<file path="src/rtl/fpu_issue_ctrl_if.sv">
// Request/response handshake bundle between the execute stage and fpu_issue_ctrl.
interface fpu_issue_ctrl_if;
    logic        req_valid_i;
    logic        req_ready_o;
    logic [31:0] instr_i;
    logic [31:0] rs1_i;
    logic [31:0] rs2_i;
    logic [31:0] rs3_i;
    logic        rsp_valid_o;
    logic        rsp_ready_i;
    logic [31:0] rsp_data_o;
    logic [4:0]  rsp_rd_o;
    logic        rsp_int_o;
    logic        rsp_err_o;

    modport master (
        output req_valid_i, instr_i, rs1_i, rs2_i, rs3_i, rsp_ready_i,
        input  req_ready_o, rsp_valid_o, rsp_data_o, rsp_rd_o, rsp_int_o, rsp_err_o
    );

    modport slave (
        input  req_valid_i, instr_i, rs1_i, rs2_i, rs3_i, rsp_ready_i,
        output req_ready_o, rsp_valid_o, rsp_data_o, rsp_rd_o, rsp_int_o, rsp_err_o
    );
endinterface

</file>
<file path="src/rtl/fpu_issue_ctrl.sv">
// Issue sequencer for the RV32F datapath: accepts one instruction, times
// single-cycle / fixed-latency / iterative operations, returns the result.
module fpu_issue_ctrl #(
    parameter int unsigned ARITH_LAT    = 2,
    parameter int unsigned ITER_TIMEOUT = 64,
    parameter logic [31:0] CANON_NAN    = 32'h7FC00000
) (
    input  logic                  clk_i,
    input  logic                  reset_i,
    fpu_issue_ctrl_if.slave       bus,
    output logic [31:0]           fpu_instr_o,
    output logic [31:0]           fpu_rs1_o,
    output logic [31:0]           fpu_rs2_o,
    output logic [31:0]           fpu_rs3_o,
    input  logic [31:0]           fpu_result_i,
    output logic                  iter_start_o,
    output logic                  iter_abort_o,
    input  logic                  iter_done_i,
    input  logic [31:0]           iter_result_i,
    output logic                  busy_o
);

    localparam int unsigned CNT_W = $clog2(ARITH_LAT + 1);
    localparam int unsigned TMR_W = $clog2(ITER_TIMEOUT + 1);

    typedef enum logic [1:0] {IDLE, EXEC, WAIT_ITER, RESP} state_t;
    typedef enum logic [1:0] {CLS_S, CLS_A, CLS_I, CLS_ILL} cls_t;

    state_t             state_q, state_d;
    logic [CNT_W-1:0]   count_q, count_d;
    logic [TMR_W-1:0]   timer_q, timer_d;
    logic               illegal_q, illegal_d;
    logic [31:0]        instr_q, instr_d, rs1_q, rs1_d, rs2_q, rs2_d, rs3_q, rs3_d;
    logic               req_ready_q, req_ready_d;
    logic               busy_q, busy_d;
    logic               iter_start_q, iter_start_d;
    logic               iter_abort_q, iter_abort_d;
    logic               rsp_valid_q, rsp_valid_d;
    logic [31:0]        rsp_data_q, rsp_data_d;
    logic [4:0]         rsp_rd_q, rsp_rd_d;
    logic               rsp_int_q, rsp_int_d;
    logic               rsp_err_q, rsp_err_d;

    cls_t               dec_cls;
    logic               dec_int;

    // Decode the incoming instruction into timing class and target register file.
    always_comb begin
        dec_cls = CLS_ILL;
        dec_int = 1'b0;
        if (!bus.instr_i[4]) begin
            dec_cls = CLS_A;
        end else begin
            case (bus.instr_i[31:27])
                5'b00000, 5'b00001, 5'b00010, 5'b11010: dec_cls = CLS_A;
                5'b11000: begin dec_cls = CLS_A; dec_int = 1'b1; end
                5'b00011, 5'b01011:                      dec_cls = CLS_I;
                5'b00100, 5'b00101, 5'b11110:            dec_cls = CLS_S;
                5'b10100, 5'b11100: begin dec_cls = CLS_S; dec_int = 1'b1; end
                default:                                 dec_cls = CLS_ILL;
            endcase
        end
    end

    // Next-state and next-output computation for the sequencer.
    always_comb begin
        state_d      = state_q;
        count_d      = count_q;
        timer_d      = timer_q;
        illegal_d    = illegal_q;
        instr_d      = instr_q;
        rs1_d        = rs1_q;
        rs2_d        = rs2_q;
        rs3_d        = rs3_q;
        req_ready_d  = req_ready_q;
        busy_d       = busy_q;
        iter_start_d = 1'b0;
        iter_abort_d = 1'b0;
        rsp_valid_d  = rsp_valid_q;
        rsp_data_d   = rsp_data_q;
        rsp_rd_d     = rsp_rd_q;
        rsp_int_d    = rsp_int_q;
        rsp_err_d    = rsp_err_q;

        case (state_q)
            IDLE: begin
                if (bus.req_valid_i) begin
                    instr_d     = bus.instr_i;
                    rs1_d       = bus.rs1_i;
                    rs2_d       = bus.rs2_i;
                    rs3_d       = bus.rs3_i;
                    rsp_rd_d    = bus.instr_i[11:7];
                    rsp_int_d   = dec_int;
                    illegal_d   = (dec_cls == CLS_ILL);
                    req_ready_d = 1'b0;
                    busy_d      = 1'b1;
                    case (dec_cls)
                        CLS_I: begin
                            state_d      = WAIT_ITER;
                            timer_d      = '0;
                            iter_start_d = 1'b1;
                        end
                        CLS_A: begin
                            state_d = EXEC;
                            count_d = CNT_W'(ARITH_LAT);
                        end
                        default: begin
                            state_d = EXEC;
                            count_d = CNT_W'(1);
                        end
                    endcase
                end
            end
            EXEC: begin
                count_d = count_q - CNT_W'(1);
                if (count_q == CNT_W'(1)) begin
                    state_d     = RESP;
                    rsp_valid_d = 1'b1;
                    rsp_data_d  = illegal_q ? '0 : fpu_result_i;
                    rsp_err_d   = illegal_q;
                end
            end
            WAIT_ITER: begin
                timer_d = timer_q + TMR_W'(1);
                // A done pulse in the final timeout cycle takes priority over the abort.
                if (iter_done_i) begin
                    state_d     = RESP;
                    rsp_valid_d = 1'b1;
                    rsp_data_d  = iter_result_i;
                    rsp_err_d   = 1'b0;
                end else if (timer_q == TMR_W'(ITER_TIMEOUT - 1)) begin
                    state_d      = RESP;
                    rsp_valid_d  = 1'b1;
                    rsp_data_d   = CANON_NAN;
                    rsp_err_d    = 1'b1;
                    iter_abort_d = 1'b1;
                end
            end
            RESP: begin
                if (bus.rsp_ready_i) begin
                    state_d     = IDLE;
                    rsp_valid_d = 1'b0;
                    rsp_err_d   = 1'b0;
                    busy_d      = 1'b0;
                    req_ready_d = 1'b1;
                end
            end
            default: state_d = IDLE;
        endcase
    end

    // State and registered outputs; reset drops any operation without an abort.
    always_ff @(posedge clk_i) begin
        if (reset_i) begin
            state_q      <= IDLE;
            count_q      <= '0;
            timer_q      <= '0;
            illegal_q    <= 1'b0;
            instr_q      <= '0;
            rs1_q        <= '0;
            rs2_q        <= '0;
            rs3_q        <= '0;
            req_ready_q  <= 1'b1;
            busy_q       <= 1'b0;
            iter_start_q <= 1'b0;
            iter_abort_q <= 1'b0;
            rsp_valid_q  <= 1'b0;
            rsp_data_q   <= '0;
            rsp_rd_q     <= '0;
            rsp_int_q    <= 1'b0;
            rsp_err_q    <= 1'b0;
        end else begin
            state_q      <= state_d;
            count_q      <= count_d;
            timer_q      <= timer_d;
            illegal_q    <= illegal_d;
            instr_q      <= instr_d;
            rs1_q        <= rs1_d;
            rs2_q        <= rs2_d;
            rs3_q        <= rs3_d;
            req_ready_q  <= req_ready_d;
            busy_q       <= busy_d;
            iter_start_q <= iter_start_d;
            iter_abort_q <= iter_abort_d;
            rsp_valid_q  <= rsp_valid_d;
            rsp_data_q   <= rsp_data_d;
            rsp_rd_q     <= rsp_rd_d;
            rsp_int_q    <= rsp_int_d;
            rsp_err_q    <= rsp_err_d;
        end
    end

    assign bus.req_ready_o = req_ready_q;
    assign bus.rsp_valid_o = rsp_valid_q;
    assign bus.rsp_data_o  = rsp_data_q;
    assign bus.rsp_rd_o    = rsp_rd_q;
    assign bus.rsp_int_o   = rsp_int_q;
    assign bus.rsp_err_o   = rsp_err_q;
    assign fpu_instr_o     = instr_q;
    assign fpu_rs1_o       = rs1_q;
    assign fpu_rs2_o       = rs2_q;
    assign fpu_rs3_o       = rs3_q;
    assign iter_start_o    = iter_start_q;
    assign iter_abort_o    = iter_abort_q;
    assign busy_o          = busy_q;

endmodule

</file>
<file path="src/flat_wrapper.sv">
// flat-port wrapper written by rule: the top's interface ports become plain ports
module fpu_issue_ctrl_flat 
#(
    parameter int unsigned ARITH_LAT    = 2,
    parameter int unsigned ITER_TIMEOUT = 64,
    parameter logic [31:0] CANON_NAN    = 32'h7FC00000
)
  (clk_i, reset_i, fpu_instr_o, fpu_rs1_o, fpu_rs2_o, fpu_rs3_o, fpu_result_i, iter_start_o, iter_abort_o, iter_done_i, iter_result_i, busy_o, bus_req_valid_i, bus_instr_i, bus_rs1_i, bus_rs2_i, bus_rs3_i, bus_rsp_ready_i, bus_req_ready_o, bus_rsp_valid_o, bus_rsp_data_o, bus_rsp_rd_o, bus_rsp_int_o, bus_rsp_err_o);
  fpu_issue_ctrl_if bus_i ();
  input  logic clk_i;
  input  logic reset_i;
  output logic [31:0] fpu_instr_o;
  output logic [31:0] fpu_rs1_o;
  output logic [31:0] fpu_rs2_o;
  output logic [31:0] fpu_rs3_o;
  input  logic [31:0] fpu_result_i;
  output logic iter_start_o;
  output logic iter_abort_o;
  input  logic iter_done_i;
  input  logic [31:0] iter_result_i;
  output logic busy_o;
  input wire logic [$bits(bus_i.req_valid_i)-1:0] bus_req_valid_i;
  input wire logic [$bits(bus_i.instr_i)-1:0] bus_instr_i;
  input wire logic [$bits(bus_i.rs1_i)-1:0] bus_rs1_i;
  input wire logic [$bits(bus_i.rs2_i)-1:0] bus_rs2_i;
  input wire logic [$bits(bus_i.rs3_i)-1:0] bus_rs3_i;
  input wire logic [$bits(bus_i.rsp_ready_i)-1:0] bus_rsp_ready_i;
  output wire logic [$bits(bus_i.req_ready_o)-1:0] bus_req_ready_o;
  output wire logic [$bits(bus_i.rsp_valid_o)-1:0] bus_rsp_valid_o;
  output wire logic [$bits(bus_i.rsp_data_o)-1:0] bus_rsp_data_o;
  output wire logic [$bits(bus_i.rsp_rd_o)-1:0] bus_rsp_rd_o;
  output wire logic [$bits(bus_i.rsp_int_o)-1:0] bus_rsp_int_o;
  output wire logic [$bits(bus_i.rsp_err_o)-1:0] bus_rsp_err_o;
  assign bus_i.req_valid_i = bus_req_valid_i;
  assign bus_i.instr_i = bus_instr_i;
  assign bus_i.rs1_i = bus_rs1_i;
  assign bus_i.rs2_i = bus_rs2_i;
  assign bus_i.rs3_i = bus_rs3_i;
  assign bus_i.rsp_ready_i = bus_rsp_ready_i;
  assign bus_req_ready_o = bus_i.req_ready_o;
  assign bus_rsp_valid_o = bus_i.rsp_valid_o;
  assign bus_rsp_data_o = bus_i.rsp_data_o;
  assign bus_rsp_rd_o = bus_i.rsp_rd_o;
  assign bus_rsp_int_o = bus_i.rsp_int_o;
  assign bus_rsp_err_o = bus_i.rsp_err_o;
  fpu_issue_ctrl #(.ARITH_LAT(ARITH_LAT), .ITER_TIMEOUT(ITER_TIMEOUT), .CANON_NAN(CANON_NAN)) u_core (.clk_i(clk_i), .reset_i(reset_i), .bus(bus_i), .fpu_instr_o(fpu_instr_o), .fpu_rs1_o(fpu_rs1_o), .fpu_rs2_o(fpu_rs2_o), .fpu_rs3_o(fpu_rs3_o), .fpu_result_i(fpu_result_i), .iter_start_o(iter_start_o), .iter_abort_o(iter_abort_o), .iter_done_i(iter_done_i), .iter_result_i(iter_result_i), .busy_o(busy_o));
endmodule
</file>
<file path="config.mk">
export PLATFORM = sky130hd
export DESIGN_NAME = fpu_issue_ctrl_flat
export DESIGN_NICKNAME = d
export VERILOG_FILES = /design/src/rtl/fpu_issue_ctrl_if.sv /design/src/rtl/fpu_issue_ctrl.sv /design/src/flat_wrapper.sv
export SDC_FILE = /design/constraint.sdc
export NUM_CORES = 1
export LEC_CHECK = 0
export ABC_CLOCK_PERIOD_IN_PS = 2700
export BUFFER_PORTS_ARGS = -buffer_cell sky130_fd_sc_hd__buf_2
export CAP_MARGIN = 20
export CORE_AREA = 2 2 120 181
export CTS_CLUSTER_SIZE = 8
export DETAILED_ROUTE_END_ITERATION = 8
export DIE_AREA = 0 0 122 183
export PLACE_DENSITY = 0.64
export SYNTH_ARGS = -nofsm -noshare
export SYNTH_HDL_FRONTEND = slang
export SYNTH_SLANG_ARGS = --single-unit
</file>
<file path="constraint.sdc">
create_clock -name clk_i -period 2.7 [get_ports clk_i]
set_input_delay 0 -clock clk_i [delete_from_list [all_inputs] [get_ports clk_i]]
set_output_delay 0 -clock clk_i [all_outputs]
set_load 0.02 [all_outputs]
</file>
==> impl_metrics.csv, run 1 <==
group,metric,value,unit
run_status,status,"finished clean",
synth,synth_cells,845,
cts,cts_tree,"built",
power,power.leakage,5.45,nW
sta,slew_headroom,0.597,
global_routing,use_met1,0.232,
drt,drt_wl_total,25400,um
global_routing,grt_pass1_wl,39500,um
final_layout,layout-area-overhead-vs-synth,69.0,%
sta,finalHoldViolCount,0,
final_layout,final_common_cell,"buf_2",
worst_setup_path,worst-path-max-fanout,31,
drt,drtIter0Drc,279,
synth,synth_top_area_share,0.516,
cts,clkLatencyLatePin,0.43,ns
sta,fin_setup_tns,0,ns
sta,skew,0.0110,ns
die,pin_count,369,
synth,avgSynthCellArea,8.23,sq um
global_routing,grt_pass1_vias,8109,
drt,final_antenna_net_count,0,
global_routing,grtUsageMet3,0.0569,
sta,whs,0.0426,ns
worst_setup_path,endpoint_kind,"flip-flop",
cts,clkTransAtPathRegs,0.07,ns
drt,drtPass1Iterations,4,
synth,ys_seq_elements,179,
drt,num_vias,8026,
cts,clockRootBuffer,"clkbuf_16",
die,die_area,22300,sq um
power,p_per_area,907,nW/um^2
die,die_y,183,um
worst_setup_path,critPathKind,"flip-flop to flip-flop",
worst_setup_path,required,2.99,ns
cts,cts.sinks,179,
synth,syn_nets,1049,
global_routing,grtUsageMet2,0.401,
cts,clk_path_buf_depth,2,
global_routing,grt_max_degree,73,
synth,synth_area,6950,sq um
sta,period_minus_slack,2.55,ns
sta,fmax,0.392,GHz
die,initial_core_util,0.335,
synth,ys_async_sr_fraction,0,
sta,worst_pin_slew,0.600,ns
die,core-area,20700,sq um
drt,remaining_drc_errors,0,
worst_setup_path,worstPathArrival,2.85,ns
power,vdd_ir_drop_max,0.000508,V
place,post-dp-hpwl,15600,um
synth,synthFlopType,"dfxtp_1",
final_layout,instances_no_fill,1673,
worst_setup_path,cp-start-kind,"flip-flop",
synth,ys_types,44,
global_routing,grt.busiest_layer,"met2",
global_routing,grt_overflow_total,0,
flow_run,maxCapViolCount,0,
die,std_cell_rows,65,
place,dp_cells,1425,
synth,synth_edf_count,0,
drt,wl_per_cell,15.2,um
synth,synth-warning-count,0,
final_layout,drive_gt1_frac,0.316,
place,portBuffers,368,
drt,via_per_inst,4.80,
synth,synth.area.top_cells,"dfxtp_1 52%, nand2_1 15%, a21oi_1 10%",
synth,ys_seq_area_frac,0.516,
cts,cts_max_level,4,
min_path,hold_path_class,"primary input to flip-flop",
cts,cts_buffers,17,
global_routing,grtUsageTotal,0.222,
global_routing,antenna_found_initial,1,
place,globalplace.congestion,0.815,
sta,finalSetupViolCount,0,
sta,rsz0062_at_grt,"no",
die,die_w,122,um
sta,drv_slew,0,
synth,post-synth-top-area-cell,"dfxtp_1",
final_layout,layout_common_cells,"367 x buf_2, 272 x nand2_1, 215 x dlygate4sd3_1",
sta,post-route-period-util,0.945,
final_layout,finalNetCount,1595,
-- final timing paths --
path / end / start / slack (ns) / depth (start not counted)
setup reg to reg: u_core.bus.rsp_data_o[31] / u_core.state_q[0] / 0.15 / 9
hold reg to reg: u_core.fpu_rs1_o[27] / u_core.fpu_rs1_o[27] / 0.45 / 2
hold / removal: u_core.bus.rsp_data_o[26] / fpu_result_i[26] / 0.04 / 4
setup / recovery: u_core.bus.rsp_data_o[31] / u_core.state_q[0] / 0.15 / 9
-- routing by layer --
metal,wire length [um],up-vias
li1,-,3918
met1,9320,3705
met2,13300,331
met3,1660,72
met4,1090,0
met5,0,-
-- through the flow --
| stage | setup slack, ns | util | instance area [sq um] | power [W] |
|---|---|---|---|---|
| finish | 0.148 | 0.566 | 11700 | 0.0107 |
| global route | 0.0181 | 0.566 | 11700 | 0.0113 |
| CTS | 0.105 | 0.565 | 11700 | 0.0106 |
| detailed placement | 0.626 | 0.433 | 8980 | 0.00749 |
| global placement | 0.661 | 0.433 | 8980 | 0.00744 |
| floorplan | 0.823 | - | 6950 | 0.00628 |
-- worst max-delay path: stages, from the launching register on --
cell and delay (ns):
dfxtp_1 0.38, inv_1 0.10, ha_1 0.22, nand2b_1 0.16, a41oi_4 0.07, or3_1 0.41, buf_6 0.22, a221oi_1 0.23
dlygate4sd3_1 0.58, nor3_1 0.05
-- synthesized netlist by cell type, types with 2 or more instances --
cell type	instances
buf_2	7
a311oi_1	2
dfxtp_1	179
or3_1	2
nor3_1	23
xnor2_1	3
o21ai_0	3
xor2_1	3
a221oi_2	22
a21oi_1	145
buf_4	5
inv_1	9
o221ai_1	10
buf_6	3
nor2_1	47
nand3_1	4
and2_1	3
nand2_1	273
nand4_1	4
nand2b_1	3
clkbuf_1	53
a211oi_1	3
or3b_2	2
ha_1	7
nor2b_1	10
nor4_1	2
-- logic make-up (layout without fill, tap and decap cells) --
| family | count (synthesis) | after routing | share of synthesized area |
|---|---|---|---|
| compound gates | 197 | 197 | 0.191 |
| fa+ha+maj | 7 | 7 | 0.0126 |
| xor+xnor | 6 | 6 | 0.00756 |
| simple gates | 378 | 378 | 0.224 |
| flops | 179 | 179 | 0.516 |
| buf+inv | 78 | 637 | 0.0493 |
| other cells | 0 | 1 | 0 |
-- state kept, by name, indices dropped and copies added, names as in the netlist --
| name | count |
|---|---|
| u_core.busy_o | 1 |
| u_core.bus.rsp_valid_o | 1 |
| u_core.bus.rsp_int_o | 1 |
| u_core.fpu_rs2_o | 32 |
| u_core.timer_q | 7 |
| u_core.fpu_rs1_o | 32 |
| u_core.count_q | 2 |
| u_core.illegal_q | 1 |
| u_core.iter_start_o | 1 |
| u_core.bus.req_ready_o | 1 |
| u_core.state_q | 2 |
| u_core.fpu_instr_o | 32 |
| u_core.bus.rsp_data_o | 32 |
| u_core.fpu_rs3_o | 32 |
| u_core.bus.rsp_err_o | 1 |
| u_core.iter_abort_o | 1 |
-- power by group --
group / internal, W / total, W / switching (W)
sequential: 0.00320 / 0.00348 / 0.000280
combinational: 0.00182 / 0.00461 / 0.00279
clock: 0.00150 / 0.00256 / 0.00106
total: 0.00652 / 0.0107 / 0.00414
-- final cells by class --
type                    count  area (sq um)
clock inverters            10           131
repair buffers            596          4140
diodes                      1          2.50
fillers                  1810          8990
flip-flops and latches    179          3580
clock buffers              22           464
well taps                 268           335
inverters                   9          33.8
multi-input cells         588          3050
-- repair_timing --
item	in CTS	in global routing
setup buffers	0	0
endpoints found under the hold margin	167	0
gates resized for setup	0	3
setup endpoints to repair	0	11
hold buffers	215	0
Power figures use the tool's default switching activity.
==> inputs of run 2 (changes only) <==
--- a/config.mk
+++ b/config.mk
@@ -8,11 +8,12 @@
 export ABC_CLOCK_PERIOD_IN_PS = 2700
 export BUFFER_PORTS_ARGS = -buffer_cell sky130_fd_sc_hd__buf_2
 export CAP_MARGIN = 20
-export CORE_AREA = 2 2 120 181
+export CORE_AREA = 2 2 105 208
 export CTS_CLUSTER_SIZE = 8
 export DETAILED_ROUTE_END_ITERATION = 8
-export DIE_AREA = 0 0 122 183
-export PLACE_DENSITY = 0.64
+export DIE_AREA = 0 0 107 210
+export PLACE_DENSITY = 0.63
+export RECOVER_POWER = 100
 export SYNTH_ARGS = -nofsm -noshare
 export SYNTH_HDL_FRONTEND = slang
 export SYNTH_SLANG_ARGS = --single-unit
==> impl_metrics.csv, run 2 (synthesized netlist as in run 1, its figures left out) <==
group,metric,value,unit
cts,clkLatencyLatePin,0.43,ns
die,std_cell_rows,75,
min_path,hold_path_class,"primary input to flip-flop",
final_layout,drive_gt1_frac,0.181,
final_layout,final_common_cell,"nand2_1",
worst_setup_path,cp-start-kind,"flip-flop",
worst_setup_path,critPathKind,"flip-flop to flip-flop",
cts,clockRootBuffer,"clkbuf_16",
run_status,status,"finished clean",
drt,wl_per_cell,15.3,um
min_path,worstHoldPathCells,3,
drt,drt_wl_total,25100,um
worst_setup_path,endpoint_kind,"flip-flop",
final_layout,layout_common_cells,"272 x nand2_1, 195 x buf_2, 186 x dlygate4sd3_1",
cts,clkTransAtPathRegs,0.07,ns
global_routing,grtUsageTotal,0.215,
worst_setup_path,worstPathArrival,2.81,ns
sta,slew_headroom,0.288,
drt,drtIter0Drc,405,
worst_setup_path,crit-reg2reg-launch,"u_core.state_q[0]",
cts,clk_path_buf_depth,2,
flow_run,maxCapViolCount,0,
place,globalplace.congestion,0.869,
sta,finalSetupViolCount,0,
place,post-dp-hpwl,16300,um
min_path,worstHoldStart,"iter_done_i",
worst_setup_path,worst-path-max-fanout,14,
sta,fmax,0.409,GHz
sta,rsz0062_at_grt,"no",
final_layout,nFillCells,2025,
global_routing,grt_max_degree,74,
worst_setup_path,required,3.07,ns
die,die_area,22500,sq um
drt,remaining_drc_errors,0,
worst_setup_path,rrSetupSlack,0.26,ns
die,pin_count,369,
drt,final_antenna_net_count,0,
final_layout,finalNetCount,1564,
die,die_w,107,um
die,initial_core_util,0.332,
worst_setup_path,r2r_end,"u_core.bus.rsp_data_o[27]",
place,portBuffers,368,
global_routing,antenna_found_initial,1,
power,vdd_ir_drop_max,0.000506,V
min_path,hold_end,"u_core.iter_abort_o",
sta,worst_pin_slew,1.07,ns
global_routing,grt_overflow_total,0,
final_layout,layout-area-overhead-vs-synth,58.3,%
sta,drv_slew,0,
power,power.leakage,4.44,nW
sta,post-route-period-util,0.905,
global_routing,grt_pass1_vias,7803,
die,core-area,20900,sq um
sta,finalHoldViolCount,0,
final_layout,final_core_util,0.526,
cts,cts_buffers,17,
drt,via_per_inst,4.78,
die,die_y,210,um
sta,period_minus_slack,2.44,ns
worst_setup_path,r2r_cells,7,
sta,fin_setup_tns,0,ns
sta,whs,0.0260,ns
sta,skew,0.00743,ns
cts,cts_tree,"built",
power,p_per_area,886,nW/um^2
cts,cts.sinks,179,
cts,cts_max_level,4,
drt,drtPass1Iterations,4,
drt,num_vias,7856,
global_routing,grt_pass1_wl,38300,um
[run 2: cell count changes in the layout (fill, tap and decap cells not counted), moves of 2 or more]
cell and delta:
a221oi_1 +22, a221oi_2 -22, clkinv_4 +2, inv_6 +2, dlygate4sd3_1 -29, bufinv_16 -2, buf_12 -2, buf_2 -172
clkbuf_1 +170, buf_4 -3
[run 2: worst max-delay path by stage]
stage	startpoint	end	slack, ns	cells past startpoint
2_1_floorplan	u_core.state_q[0]	u_core.bus.rsp_data_o[0]	0.82	7
3_3_place_gp	u_core.state_q[0]	u_core.bus.rsp_data_o[14]	0.51	7
3_5_place_dp	u_core.state_q[0]	u_core.bus.rsp_data_o[12]	0.39	7
4_1_cts	u_core.state_q[0]	u_core.bus.rsp_data_o[27]	0.14	9
5_1_grt	u_core.state_q[0]	u_core.bus.rsp_data_o[27]	0.04	9
6_report	u_core.state_q[0]	u_core.bus.rsp_data_o[27]	0.26	7
[run 2: repair_timing]
| action | CTS | global route |
|---|---|---|
| endpoints found under the setup margin | 0 | 1 |
| hold buffers | 186 | 0 |
| endpoints found under the hold margin | 165 | 0 |
| buffers inserted | 0 | 0 |
| resized for setup | 0 | 3 |
[run 2: critical path, cell delays in order (launching register included)]
cell,delay [ns]
dfxtp_1,0.34
inv_1,0.11
ha_2,0.27
buf_6,0.18
o21ai_0,0.09
dlygate4sd3_1,0.56
a311oi_1,0.26
dlygate4sd3_1,0.57
[run 2: layer usage]
| metal | part of all wire | routed length [um] | vias up | GRT usage |
|---|---|---|---|---|
| met5 | 0 | 0 | - | 0 |
| li1 | - | - | 3857 | - |
| met1 | 0.36 | 9100 | 3609 | 0.218 |
| met3 | 0.056 | 1410 | 81 | 0.0427 |
| met4 | 0.051 | 1270 | 0 | 0.123 |
| met2 | 0.53 | 13300 | 309 | 0.400 |
[run 2: where the power goes]
part           switching, W  internal, W
Combinational       0.00262      0.00129
Sequential         0.000286      0.00320
Clock               0.00107      0.00129
[run 2: metrics by stage]
stage / instance area (sq um) / cells / total power, W / setup WS [ns]
global placement: 8960 / 1424 / 0.00743 / 0.514
CTS: 11400 / 1641 / 0.0101 / 0.135
floorplan: 6950 / 845 / 0.00628 / 0.823
global route: 11000 / 1642 / 0.0104 / 0.0411
finish: 11000 / 1642 / 0.00975 / 0.257
detailed placement: 8960 / 1424 / 0.00750 / 0.393
[run 2: area by class of cell]
type                    count  area [sq um]  share of cell area
diodes                      1          2.50            0.000227
clock buffers              19           443              0.0403
clock inverters            12           109             0.00989
inverters                   9          33.8             0.00307
multi-input cells         588          2900               0.264
flip-flops and latches    179          3580               0.326
well taps                 269           337              0.0306
repair buffers            565          3590               0.327
==> inputs of run 3 (changes only) <==
--- a/config.mk
+++ b/config.mk
@@ -12,7 +12,7 @@
 export CTS_CLUSTER_SIZE = 8
 export DETAILED_ROUTE_END_ITERATION = 8
 export DIE_AREA = 0 0 107 210
-export PLACE_DENSITY = 0.63
+export PLACE_DENSITY = 0.73
 export RECOVER_POWER = 100
 export SYNTH_ARGS = -nofsm -noshare
 export SYNTH_HDL_FRONTEND = slang
==> impl_metrics.csv, run 3 (synthesized netlist as in run 1, its figures left out) <==
group,metric,value,unit
drt,drtPass1Iterations,5,
final_layout,instances_no_fill,1653,
power,power.leakage,4.57,nW
worst_setup_path,cp-start-kind,"flip-flop",
final_layout,final_common_cell,"nand2_1",
flow_run,maxCapViolCount,0,
sta,drv_slew,0,
power,pwr-share-clk,0.247,
cts,clkTransAtPathRegs,0.07,ns
global_routing,antenna_found_initial,1,
sta,period_minus_slack,2.59,ns
drt,wl_per_cell,16.0,um
global_routing,grt_max_degree,94,
die,std_cell_rows,75,
sta,slew_headroom,0.413,
sta,fmax,0.386,GHz
global_routing,grt_overflow_total,0,
sta,post-route-period-util,0.959,
sta,worst_pin_slew,0.881,ns
sta,rsz0062_at_grt,"no",
final_layout,seq_area,3580,sq um
worst_setup_path,worstPathArrival,2.90,ns
cts,clk_path_buf_depth,2,
power,pwr-share-comb,0.411,
final_layout,drive_gt1_frac,0.184,
drt,remaining_drc_errors,0,
worst_setup_path,critPathKind,"flip-flop to flip-flop",
sta,finalSetupViolCount,0,
sta,finalHoldViolCount,0,
power,switching_power,0.00418,W
die,core-area,20900,sq um
place,dp_cells,1425,
power,seq_power_share,0.341,
die,die_w,107,um
drt,via_per_inst,4.90,
place,portBuffers,368,
cts,cts_buffers,17,
final_layout,layout_common_cells,"272 x nand2_1, 195 x dlygate4sd3_1, 195 x buf_2",
cts,cts_tree,"built",
drt,drt_wl_total,26500,um
die,pin_count,369,
worst_setup_path,endpoint_kind,"flip-flop",
place,post-dp-hpwl,16400,um
min_path,hold_path_class,"primary input to flip-flop",
run_status,status,"finished clean",
worst_setup_path,required,3.01,ns
power,p_int,0.00608,W
global_routing,grt_pass1_wl,39900,um
drt,drtIter0Drc,489,
power,p_per_area,916,nW/um^2
final_layout,layout-area-overhead-vs-synth,61.1,%
cts,cts_max_level,4,
cts,clockRootBuffer,"clkbuf_16",
cts,clkLatencyLatePin,0.44,ns
final_layout,multi_input_comb_area,2920,sq um
die,die_y,210,um
power,vdd_ir_drop_max,0.000532,V
power,switching_share,0.407,
sta,fin_setup_tns,0,ns
global_routing,grt_pass1_vias,8195,
place,globalplace.congestion,0.811,
drt,final_antenna_net_count,0,
global_routing,grtUsageTotal,0.226,
cts,cts.sinks,179,
worst_setup_path,worst-path-max-fanout,31,
drt,num_vias,8104,
final_layout,nFillCells,1919,
sta,skew,0.00668,ns
die,die_area,22500,sq um
final_layout,finalNetCount,1574,
die,initial_core_util,0.332,
## run 3: changes by cell type in the layout (fill, tap and decap cells not counted), moves of 2 or more
cell / before / now
buf_12: 1 / 3
dlygate4sd3_1: 186 / 195
clkinvlp_4: 2 / 4
clkinv_4: 3 / 0
inv_6: 2 / 4
clkinv_2: 4 / 1
inv_8: 0 / 2
a221oi_1: 23 / 20
a221oi_2: 0 / 3
## run 3: what timing repair did
| item | 4_1_cts | 5_1_grt |
|---|---|---|
| hold buffers | 194 | 1 |
| hold endpoints to repair | 165 | 2 |
| buffers inserted | 0 | 0 |
| resized for setup | 0 | 4 |
| setup endpoints to repair | 0 | 18 |
## run 3: worst max-delay path, cell delays in order, from the launching register on
cell and delay [ns]:
dfxtp_1 0.35, inv_1 0.12, ha_1 0.25, buf_4 0.21, nor2_1 0.10, or3_1 0.32
buf_6 0.20, a221oi_1 0.26, dlygate4sd3_1 0.60, nor3_1 0.05
## run 3: routing by layer
layer,global-route usage,vias to the layer above,routed length (um)
li1,-,3877,-
met5,0,-,0
met1,0.225,3792,9610
met3,0.0464,89,1460
met2,0.426,346,14200
met4,0.122,0,1160
## run 3: power groups by stage
stage          Combinational [W]  Clock [W]  Sequential [W]
2_1_floorplan            0.00214          0         0.00414
3_3_place_gp             0.00389          0         0.00351
3_5_place_dp             0.00398          0         0.00353
4_1_cts                  0.00441    0.00261         0.00347
5_1_grt                  0.00459    0.00269         0.00356
6_report                 0.00422    0.00254         0.00350
## run 3: area by class of cell
| cell class | count | area share |
|---|---|---|
| Inverter | 9 | 0.00302 |
| Clock buffer | 18 | 0.0383 |
| Timing Repair Buffer | 575 | 0.332 |
| Multi-Input combinational cell | 588 | 0.261 |
| Sequential cell | 179 | 0.320 |
| Antenna cell | 1 | 0.000224 |
| Tap cell | 269 | 0.0301 |
| Clock inverter | 14 | 0.0151 |
## run 3: through the flow
stage	hold WS (ns)	setup slack [ns]	utilization	instance area, sq um	total power [W]
6_report	0.0232	0.110	0.535	11200	0.0103
5_1_grt	0.0653	0.0121	0.535	11200	0.0108
4_1_cts	0.00102	0.0134	0.551	11500	0.0105
3_5_place_dp	0.245	0.515	0.429	8980	0.00751
3_3_place_gp	0.239	0.611	0.429	8980	0.00740
2_1_floorplan	0.136	0.823	-	6950	0.00628
## run 3: worst paths after layout
| check | cells past startpoint | from | to | slack, ns |
|---|---|---|---|---|
| worst max register to register | 9 | u_core.state_q[0] | u_core.bus.rsp_data_o[21] | 0.11 |
| worst min-delay path | 4 | fpu_result_i[26] | u_core.bus.rsp_data_o[26] | 0.02 |
| worst min register to register | 2 | u_core.fpu_rs3_o[21] | u_core.fpu_rs3_o[21] | 0.46 |
| worst max-delay path | 9 | u_core.state_q[0] | u_core.bus.rsp_data_o[21] | 0.11 |
